[src/rtl/hazard_scoreboard_unit.sv]
`default_nettype none
// +----------------------------------------------------------------------------+
// | Module  : hazard_scoreboard_unit                                           |
// | Desc    : ID-stage stall/flush/forward control with EX/MEM destination     |
// |           shadows and a countdown scoreboard for one multi-cycle unit.     |
// |           Optional stall counter: define HAZARD_PERF_CNT_EN.               |
// | Rev     : 1.0  initial release                                             |
// +----------------------------------------------------------------------------+
module hazard_scoreboard_unit #(
   parameter int REG_AW     = 5,
   parameter int MC_LAT_MAX = 16,
   parameter int FWD_W      = 3,
   localparam int LAT_W     = $clog2(MC_LAT_MAX + 1)
) (
   input  logic              clk,
   input  logic              rst_n,
   input  logic              Branch_ID,
   input  logic              rs1use_ID,
   input  logic              rs2use_ID,
   input  logic              rdwrite_ID,
   input  logic [2:0]        optype_ID,
   input  logic [REG_AW-1:0] rs1_ID,
   input  logic [REG_AW-1:0] rs2_ID,
   input  logic [REG_AW-1:0] rd_ID,
   input  logic [LAT_W-1:0]  mc_lat_ID,
   output logic              PC_EN_IF,
   output logic              reg_FD_EN,
   output logic              reg_DE_EN,
   output logic              reg_EM_EN,
   output logic              reg_MW_EN,
   output logic              reg_FD_stall,
   output logic              reg_FD_flush,
   output logic              reg_DE_flush,
   output logic              reg_EM_flush,
   output logic [FWD_W-1:0]  forward_ctrl_A,
   output logic [FWD_W-1:0]  forward_ctrl_B,
   output logic              forward_ctrl_ls,
   output logic              mc_done,
   output logic [31:0]       stall_cnt
);

   localparam logic [2:0] c_OP_NORMAL = 3'd0;
   localparam logic [2:0] c_OP_ALU    = 3'd1;
   localparam logic [2:0] c_OP_STORE  = 3'd2;
   localparam logic [2:0] c_OP_LOAD   = 3'd3;
   localparam logic [2:0] c_OP_MC     = 3'd4;

   localparam logic [FWD_W-1:0] c_FWD_RF     = FWD_W'(0);
   localparam logic [FWD_W-1:0] c_FWD_EX_ALU = FWD_W'(1);
   localparam logic [FWD_W-1:0] c_FWD_ME_ALU = FWD_W'(2);
   localparam logic [FWD_W-1:0] c_FWD_ME_LD  = FWD_W'(3);
   localparam logic [FWD_W-1:0] c_FWD_MC     = FWD_W'(4);

   // In-flight destination shadows for the instructions now in EX and MEM
   logic [REG_AW-1:0] r_rd_ex;
   logic [2:0]        r_op_ex;
   logic [REG_AW-1:0] r_rs2_ex;
   logic [REG_AW-1:0] r_rd_me;
   logic [2:0]        r_op_me;

   logic [LAT_W-1:0]  r_mc_cnt;
   logic [REG_AW-1:0] r_mc_rd;

   logic              w_mc_busy;
   logic              w_mc_done;
   logic              w_mc_block;
   logic              w_ld_use_rs1;
   logic              w_ld_use_rs2;
   logic              w_mc_raw;
   logic              w_mc_waw;
   logic              w_mc_struct;
   logic              w_stall;
   logic              w_mc_issue;
   logic [LAT_W-1:0]  w_mc_lat_eff;
   logic [REG_AW-1:0] w_rd_id_eff;

   assign w_mc_busy  = (r_mc_cnt != '0);
   assign w_mc_done  = (r_mc_cnt == LAT_W'(1));
   assign w_mc_block = w_mc_busy && !w_mc_done;

   assign w_rd_id_eff  = rdwrite_ID ? rd_ID : '0;
   assign w_mc_lat_eff = (mc_lat_ID == '0) ? LAT_W'(1) : mc_lat_ID;

   // Load result is not ready until MEM; a store's data operand is instead
   // patched in EX through forward_ctrl_ls.
   assign w_ld_use_rs1 = (r_op_ex == c_OP_LOAD) && (r_rd_ex != '0) &&
                         rs1use_ID && (rs1_ID == r_rd_ex);
   assign w_ld_use_rs2 = (r_op_ex == c_OP_LOAD) && (r_rd_ex != '0) &&
                         rs2use_ID && (rs2_ID == r_rd_ex) &&
                         (optype_ID != c_OP_STORE);

   assign w_mc_raw    = w_mc_block && (r_mc_rd != '0) &&
                        ((rs1use_ID && (rs1_ID == r_mc_rd)) ||
                         (rs2use_ID && (rs2_ID == r_mc_rd)));
   assign w_mc_waw    = w_mc_block && (r_mc_rd != '0) && rdwrite_ID &&
                        (rd_ID == r_mc_rd);
   assign w_mc_struct = w_mc_block && (optype_ID == c_OP_MC);

   assign w_stall    = w_ld_use_rs1 || w_ld_use_rs2 || w_mc_raw || w_mc_waw || w_mc_struct;
   assign w_mc_issue = (optype_ID == c_OP_MC) && !w_stall;

   function automatic logic [FWD_W-1:0] fwd_sel(input logic used,
                                                input logic [REG_AW-1:0] rs);
      logic [FWD_W-1:0] sel;
      sel = c_FWD_RF;
      if (used && (rs != '0)) begin
         if ((r_op_ex == c_OP_ALU) && (r_rd_ex == rs))
            sel = c_FWD_EX_ALU;
         else if ((r_op_me == c_OP_ALU) && (r_rd_me == rs))
            sel = c_FWD_ME_ALU;
         else if ((r_op_me == c_OP_LOAD) && (r_rd_me == rs))
            sel = c_FWD_ME_LD;
         else if (w_mc_done && (r_mc_rd == rs))
            sel = c_FWD_MC;
      end
      return sel;
   endfunction

   always_comb begin
      forward_ctrl_A = fwd_sel(rs1use_ID, rs1_ID);
      forward_ctrl_B = fwd_sel(rs2use_ID, rs2_ID);
   end

   assign forward_ctrl_ls = (r_op_ex == c_OP_STORE) && (r_op_me == c_OP_LOAD) &&
                            (r_rd_me != '0) && (r_rs2_ex == r_rd_me);

   assign PC_EN_IF     = !w_stall;
   assign reg_FD_stall = w_stall;
   assign reg_DE_flush = w_stall;
   assign reg_FD_flush = Branch_ID && !w_stall;
   assign reg_FD_EN    = 1'b1;
   assign reg_DE_EN    = 1'b1;
   assign reg_EM_EN    = 1'b1;
   assign reg_MW_EN    = 1'b1;
   assign reg_EM_flush = 1'b0;
   assign mc_done      = w_mc_done;

   always_ff @(posedge clk or negedge rst_n) begin
      if (!rst_n) begin
         r_rd_ex  <= '0;
         r_op_ex  <= c_OP_NORMAL;
         r_rs2_ex <= '0;
         r_rd_me  <= '0;
         r_op_me  <= c_OP_NORMAL;
      end else begin
         if (w_stall) begin
            r_rd_ex  <= '0;
            r_op_ex  <= c_OP_NORMAL;
            r_rs2_ex <= '0;
         end else begin
            r_rd_ex  <= w_rd_id_eff;
            r_op_ex  <= optype_ID;
            r_rs2_ex <= rs2_ID;
         end
         r_rd_me <= r_rd_ex;
         r_op_me <= r_op_ex;
      end
   end

   // A new issue in the done cycle reloads the counter instead of letting it expire
   always_ff @(posedge clk or negedge rst_n) begin
      if (!rst_n) begin
         r_mc_cnt <= '0;
         r_mc_rd  <= '0;
      end else if (w_mc_issue) begin
         r_mc_cnt <= w_mc_lat_eff;
         r_mc_rd  <= w_rd_id_eff;
      end else if (w_mc_busy) begin
         r_mc_cnt <= r_mc_cnt - LAT_W'(1);
      end
   end

`ifdef HAZARD_PERF_CNT_EN
   logic [31:0] r_stall_cnt;

   always_ff @(posedge clk or negedge rst_n) begin
      if (!rst_n)
         r_stall_cnt <= '0;
      else if (w_stall && (r_stall_cnt != 32'hFFFF_FFFF))
         r_stall_cnt <= r_stall_cnt + 32'd1;
   end

   assign stall_cnt = r_stall_cnt;
`else
   assign stall_cnt = '0;
`endif

endmodule
`default_nettype wire
[config.mk]
export PLATFORM = sky130hd
export DESIGN_NAME = hazard_scoreboard_unit
export DESIGN_NICKNAME = d
export VERILOG_FILES = /design/src/rtl/hazard_scoreboard_unit.sv
export SDC_FILE = /design/constraint.sdc
export NUM_CORES = 1
export LEC_CHECK = 0
export CAP_MARGIN = 20
export CORE_MARGIN = 3
export CORE_UTILIZATION = 45
export CTS_BUF_LIST = sky130_fd_sc_hd__clkbuf_16
export DETAILED_ROUTE_END_ITERATION = 16
export PLACE_DENSITY = 0.92
export REMOVE_ABC_BUFFERS = 1
export SYNTH_ARGS = -nofsm -noshare
export SYNTH_HDL_FRONTEND = slang
export SYNTH_SLANG_ARGS = --single-unit
[constraint.sdc]
create_clock -name clk -period 3.1 [get_ports clk]
set_input_delay 0.93 -clock clk [delete_from_list [all_inputs] [get_ports clk]]
set_output_delay 0.93 -clock clk [all_outputs]
set_load 0.05 [all_outputs]
== Yosys cells after proc, flatten, opt, wreduce, memory -nomap -nowiden ==
Cells that the tools add are included.
Operators by class
  reduce and logical (&&, ||, !) cells: 44
  mux-type cells: 17
  equality and inequality tests: 20
  $add $sub $neg: 1
Operators with widths (number)
  5-bit == test: 12
  3-bit 2-to-1 mux: 11
  5-bit 2-to-1 mux: 6
  5-bit nonzero test: 6
  1-bit logical AND: 29
  3-bit by 2-bit == test with 1-bit output, second input constant: 3
  3-bit by 1-bit == test with 1-bit output, second input constant: 2
  5-bit by 1-bit == test with 1-bit output, second input constant: 1
  5-bit zero test: 1
  1-bit logical OR: 5
  5-bit by 1-bit subtractor with 5-bit output, second input constant: 1
  3-bit == test, second input constant: 1
  3-bit by 2-bit inequality test with 1-bit output, second input constant: 1
  1-bit zero test: 2
  2-bit nonzero test: 1
Storage, ports and cells
  bits of input ports: 29
  bits in registers: 31

== Logic depth before layout (Yosys ltp) ==
  word-level depth: 12
  gate-level depth with buffers: 8
  gate-level depth less buffers: 7

== Worst setup path before layout ==
Ideal clock, no wire load.
  path type: input -> output
  start: input port rs2_ID[3]
  end: output port reg_FD_flush
  stages: 7
  required time: 2.170 ns
  path slack: -0.400 ns
  data arrival time: 2.570 ns
  path through: inv_1 > o22ai_1 > nor2_1 > a41oi_2 > nand3_1 > buf_2 > nor2_1
On the way
  cells in the longest elaborated chain, start to end: 9
  elaborated cells on any way between the ends: 13
  those cells by class: 2 x eq/ne; 11 x reduce/logical
RTL lines
  start: declaration: line 23  | input logic [REG_AW-1:0] rs2_ID,
  5-bit == test (on tied branches): line 89, 94
  1-bit logical AND (on tied branches): line 89, 94
  1-bit logical AND or 1-bit logical OR (tied branches): line 89, 93
  1-bit logical OR or 1-bit logical AND (tied branches): line 99, 92
  1-bit logical OR * (3 in series): line 99  | assign w_stall = w_ld_use_rs1 || w_ld_use_rs2 || w_mc_raw || w_mc_waw || w_mc_struct;
  via reg_DE_flush: line 33  | output logic reg_DE_flush,
  1-bit zero test *: line 130  | assign reg_FD_flush = Branch_ID && !w_stall;
  1-bit logical AND *: line 130
  end: declaration: line 32  | output logic reg_FD_flush,
The timed path passes the listed nets; every way through them passes the cells marked *.

== Worst setup path after layout ==
  start: register r_rd_ex[4]
  end: output port reg_DE_flush
On the way
  cells in the longest elaborated chain, start to end: 9
  elaborated cells on any way between the ends: 13
  those cells by class: 2 x eq/ne; 11 x reduce/logical
RTL lines
  start: declaration: line 55  | logic [REG_AW-1:0] r_rd_ex;
  start signal: assignment: line 151  | r_rd_ex <= w_rd_id_eff;
  5-bit nonzero test: line 86, 88
  1-bit logical AND: line 86, 88
  1-bit logical AND: line 88  | assign w_ld_use_rs2 = (r_op_ex == c_OP_LOAD) && (r_rd_ex != '0) &&
  1-bit logical AND (2 in series): line 89  | rs2use_ID && (rs2_ID == r_rd_ex) &&
  1-bit logical OR * (4 in series): line 99
  end: declaration: line 33
Mark *: on every way between the ends. The rest lies on a longest branch, timed or not.

==> qor.yml <==
dr.pass1.iters: 4
fp-row-count: 24
fin_worst_skew_ps: 4.85
fin_ws_ps: -130
netlist_instances: 249
remaining_drc_errors: 0
overflow: 0
critical_path_class: "reg2out"
min_period_ps: 3230
synth-edff-count: 0
dp_hpwl_um: 4560
cts_buffers: 5
first_iter_violations: 148
combPwrFrac_pct: 49.0
cts.path.max_buffers: 2
total_power_mw: 2.24
final_util_pct: 71.6
status: "finished, violations left"
multiInputGateArea_um2: 1420
required_ps: 2170
min_path_type: "reg2reg"
leakagePower_nw: 1.56
timing.max_cap.violations: 0
hold_violations: 0
synth_cell_types: 36
power.share.sequential_pct: 29.3
clk-insertion-delay-late_ps: 280
seqCellArea_um2: 777
rsz0062_at_grt: "yes"
synth.area.top_cells: "dfrtp_1 (35%), buf_4 (13%), xnor2_1 (11%)"
cts.sinks: 31
wl_per_cell_um: 17.7
cp_max_fo: 4
synth_top_cell_by_area: "dfrtp_1"
clockRootBuffer: "clkbuf_16"
crit_path_start_kind: "flip-flop"
clkPwrFrac_pct: 21.8
htree_levels: 2
synth-main-ff-cell: "dfrtp_1"
synth_area_um2: 2190
grt_pass1_vias: 2053
slowest_stage: "dfrtp_2"
clk_pin_slew_worst_paths_ps: 60
cts_tree: "yes"
drtAntennaViolNets: 0
via_count: 2012
track_usage_pct: 24.4
synth-seq-cells: 31
finalCritPeriodShare_pct: 104
cp_cell_sequence: "or4_4 -> o2111ai_4 -> nor4_2 -> a41oi_2 -> nand3_4 -> buf_6 -> buf_12"
die-area_um2: 5750
dpl-instance-area_um2: 2830
num_antenna_cells: 0
grt_pass1_wl_um: 10000
ys_seq_area_share_pct: 35.4
vias_per_cell: 5.11
finalSetupViolCount: 4
gp_congestion: 1.04
io_pins: 78
placed_cells: 382
max_stage_delay_ps: 470
slew_viol_final: 0
stdcell_area_um2: 3250
holdBufCountCts: 0
drive_gt1_share_pct: 35.6
netlist.area_leader.share_pct: 35.4
switchingPower_mw: 0.932
worstSetupEndpointType: "output port"
yosys_warnings: 0
vdd_ir_drop_max_mv: 0.417
grt_max_degree: 32
stdcell_count: 394
io_buffers: 40
tightest_slew_ps: 503
antenna_found_initial: 0
start_util_pct: 48.4
pwr_density_cell_nw_per_um2: 691
die_h_um: 75.8
fillCellCount: 305
synthToLayoutAreaGrowth_pct: 48.0
routed_wl_um: 6960
fmax_mhz: 310
fin_nets: 360
p_int_mw: 1.31
slew_headroom_pct: 66.4
violations: "setup timing"
die_x_um: 75.8
synthArstFlopShare_pct: 100
synth_area_per_cell_um2: 8.81
worstPathArrival_ps: 2300
switching_share_pct: 41.6
core_area_um2: 4530
what timing repair did:
item | in CTS | in global routing
setup endpoints to repair | 10 | 10
pin swaps | 22 | 17
setup buffers | 3 | 2
resized for setup | 82 | 39
layout make-up:
| class | instances | share of cell area, % |
|---|---|---|
| clock buffers | 5 | 3.86 |
| clock inverters | 3 | 0.617 |
| inverters | 26 | 3.01 |
| multi-input cells | 185 | 43.7 |
| flip-flops and latches | 31 | 23.9 |
| well taps | 65 | 2.51 |
| repair buffers | 79 | 22.4 |
final timing paths:
path	from	to	slack, ps	cells past startpoint
setup / recovery	r_rd_ex[4]	reg_DE_flush	-130	7
hold / removal	r_op_ex[2]	r_op_me[2]	450	0
setup reg to reg	r_rd_ex[4]	r_mc_rd[3]	600	8
hold reg to reg	r_op_ex[2]	r_op_me[2]	450	0
max in group asynchronous	rst_n	r_rd_ex[4]	1730	2
min in group asynchronous	rst_n	r_rs2_ex[1]	1050	2
registers in the layout (all words and copies together) (netlist names):
signal	count
r_mc_cnt	5
r_mc_rd	5
r_rd_ex	5
r_rd_me	5
r_rs2_ex	5
r_op_ex	3
r_op_me	3
routing by layer:
| metal | share of wire, % | GRT usage, % | vias to the layer above |
|---|---|---|---|
| li1 | - | - | 894 |
| met1 | 35 | 27.1 | 963 |
| met2 | 52 | 42.0 | 125 |
| met3 | 7.5 | 6.07 | 30 |
| met4 | 4.9 | 14.4 | 0 |
| met5 | 0 | 0 | - |
power groups by stage:
stage	registers [mW]	clock network, mW	logic, mW
4_1_cts	0.637	0.483	1.03
6_report	0.656	0.488	1.10
5_1_grt	0.666	0.504	1.17
3_3_place_gp	0.629	0	0.936
2_1_floorplan	0.624	0	0.618
3_5_place_dp	0.639	0	0.971
synthesized netlist by cell type, types with 2 or more instances:
library cell,n
o22ai_1,4
mux2i_1,6
xor2_1,11
or4_1,2
nand2b_1,2
xnor2_1,27
nand4_1,4
o21ai_0,5
dfrtp_1,31
nor3_1,13
buf_4,38
nor4_1,4
nor2_1,24
ha_1,3
mux2_4,4
nand2_1,13
a21oi_1,2
nand3_1,11
conb_1,2
inv_1,26
and2_1,2
cells in the final DEF (no fill, tap or decap), types with 7 or more instances in the layout:
cell type and instances:
buf_4 41, conb_1 37, dfrtp_1 30, inv_1 25, nor2_1 19, xnor2_1 18
nand2_1 11, xnor2_2 9, xor2_1 9, clkdlybuf4s50_1 9, dlygate4sd2_1 9, nor3_1 8
buf_12 8, buf_2 7
logic make-up after synthesis:
group	synth area share [%]
muxes	5.48
other	0.342
adders and majority gates	1.71
and+or+nand+nor	17.1
DFF	35.4
xor gates and xnor gates	15.2
buffers and inverters	18.5
AOI/OAI and AO/OA	6.33
worst max-delay path: cells and delay by family (launching register included):
| kind | cells | cell delay (ps) |
|---|---|---|
| AO/OA/AOI/OAI | 2 | 510 |
| buffers and inverters | 2 | 310 |
| flip-flops | 1 | 470 |
| AND/OR/NAND/NOR | 3 | 720 |
stage by stage:
step | setup TNS, ps | hold slack, ps | setup slack (ps)
6_report | -477 | 446 | -130
5_1_grt | -787 | 471 | -197
4_1_cts | -322 | 434 | -89.8
3_5_place_dp | -5550 | 400 | -678
3_3_place_gp | -4250 | 389 | -483
2_1_floorplan | -3380 | 375 | -1360
Power figures use the tool's default switching activity.
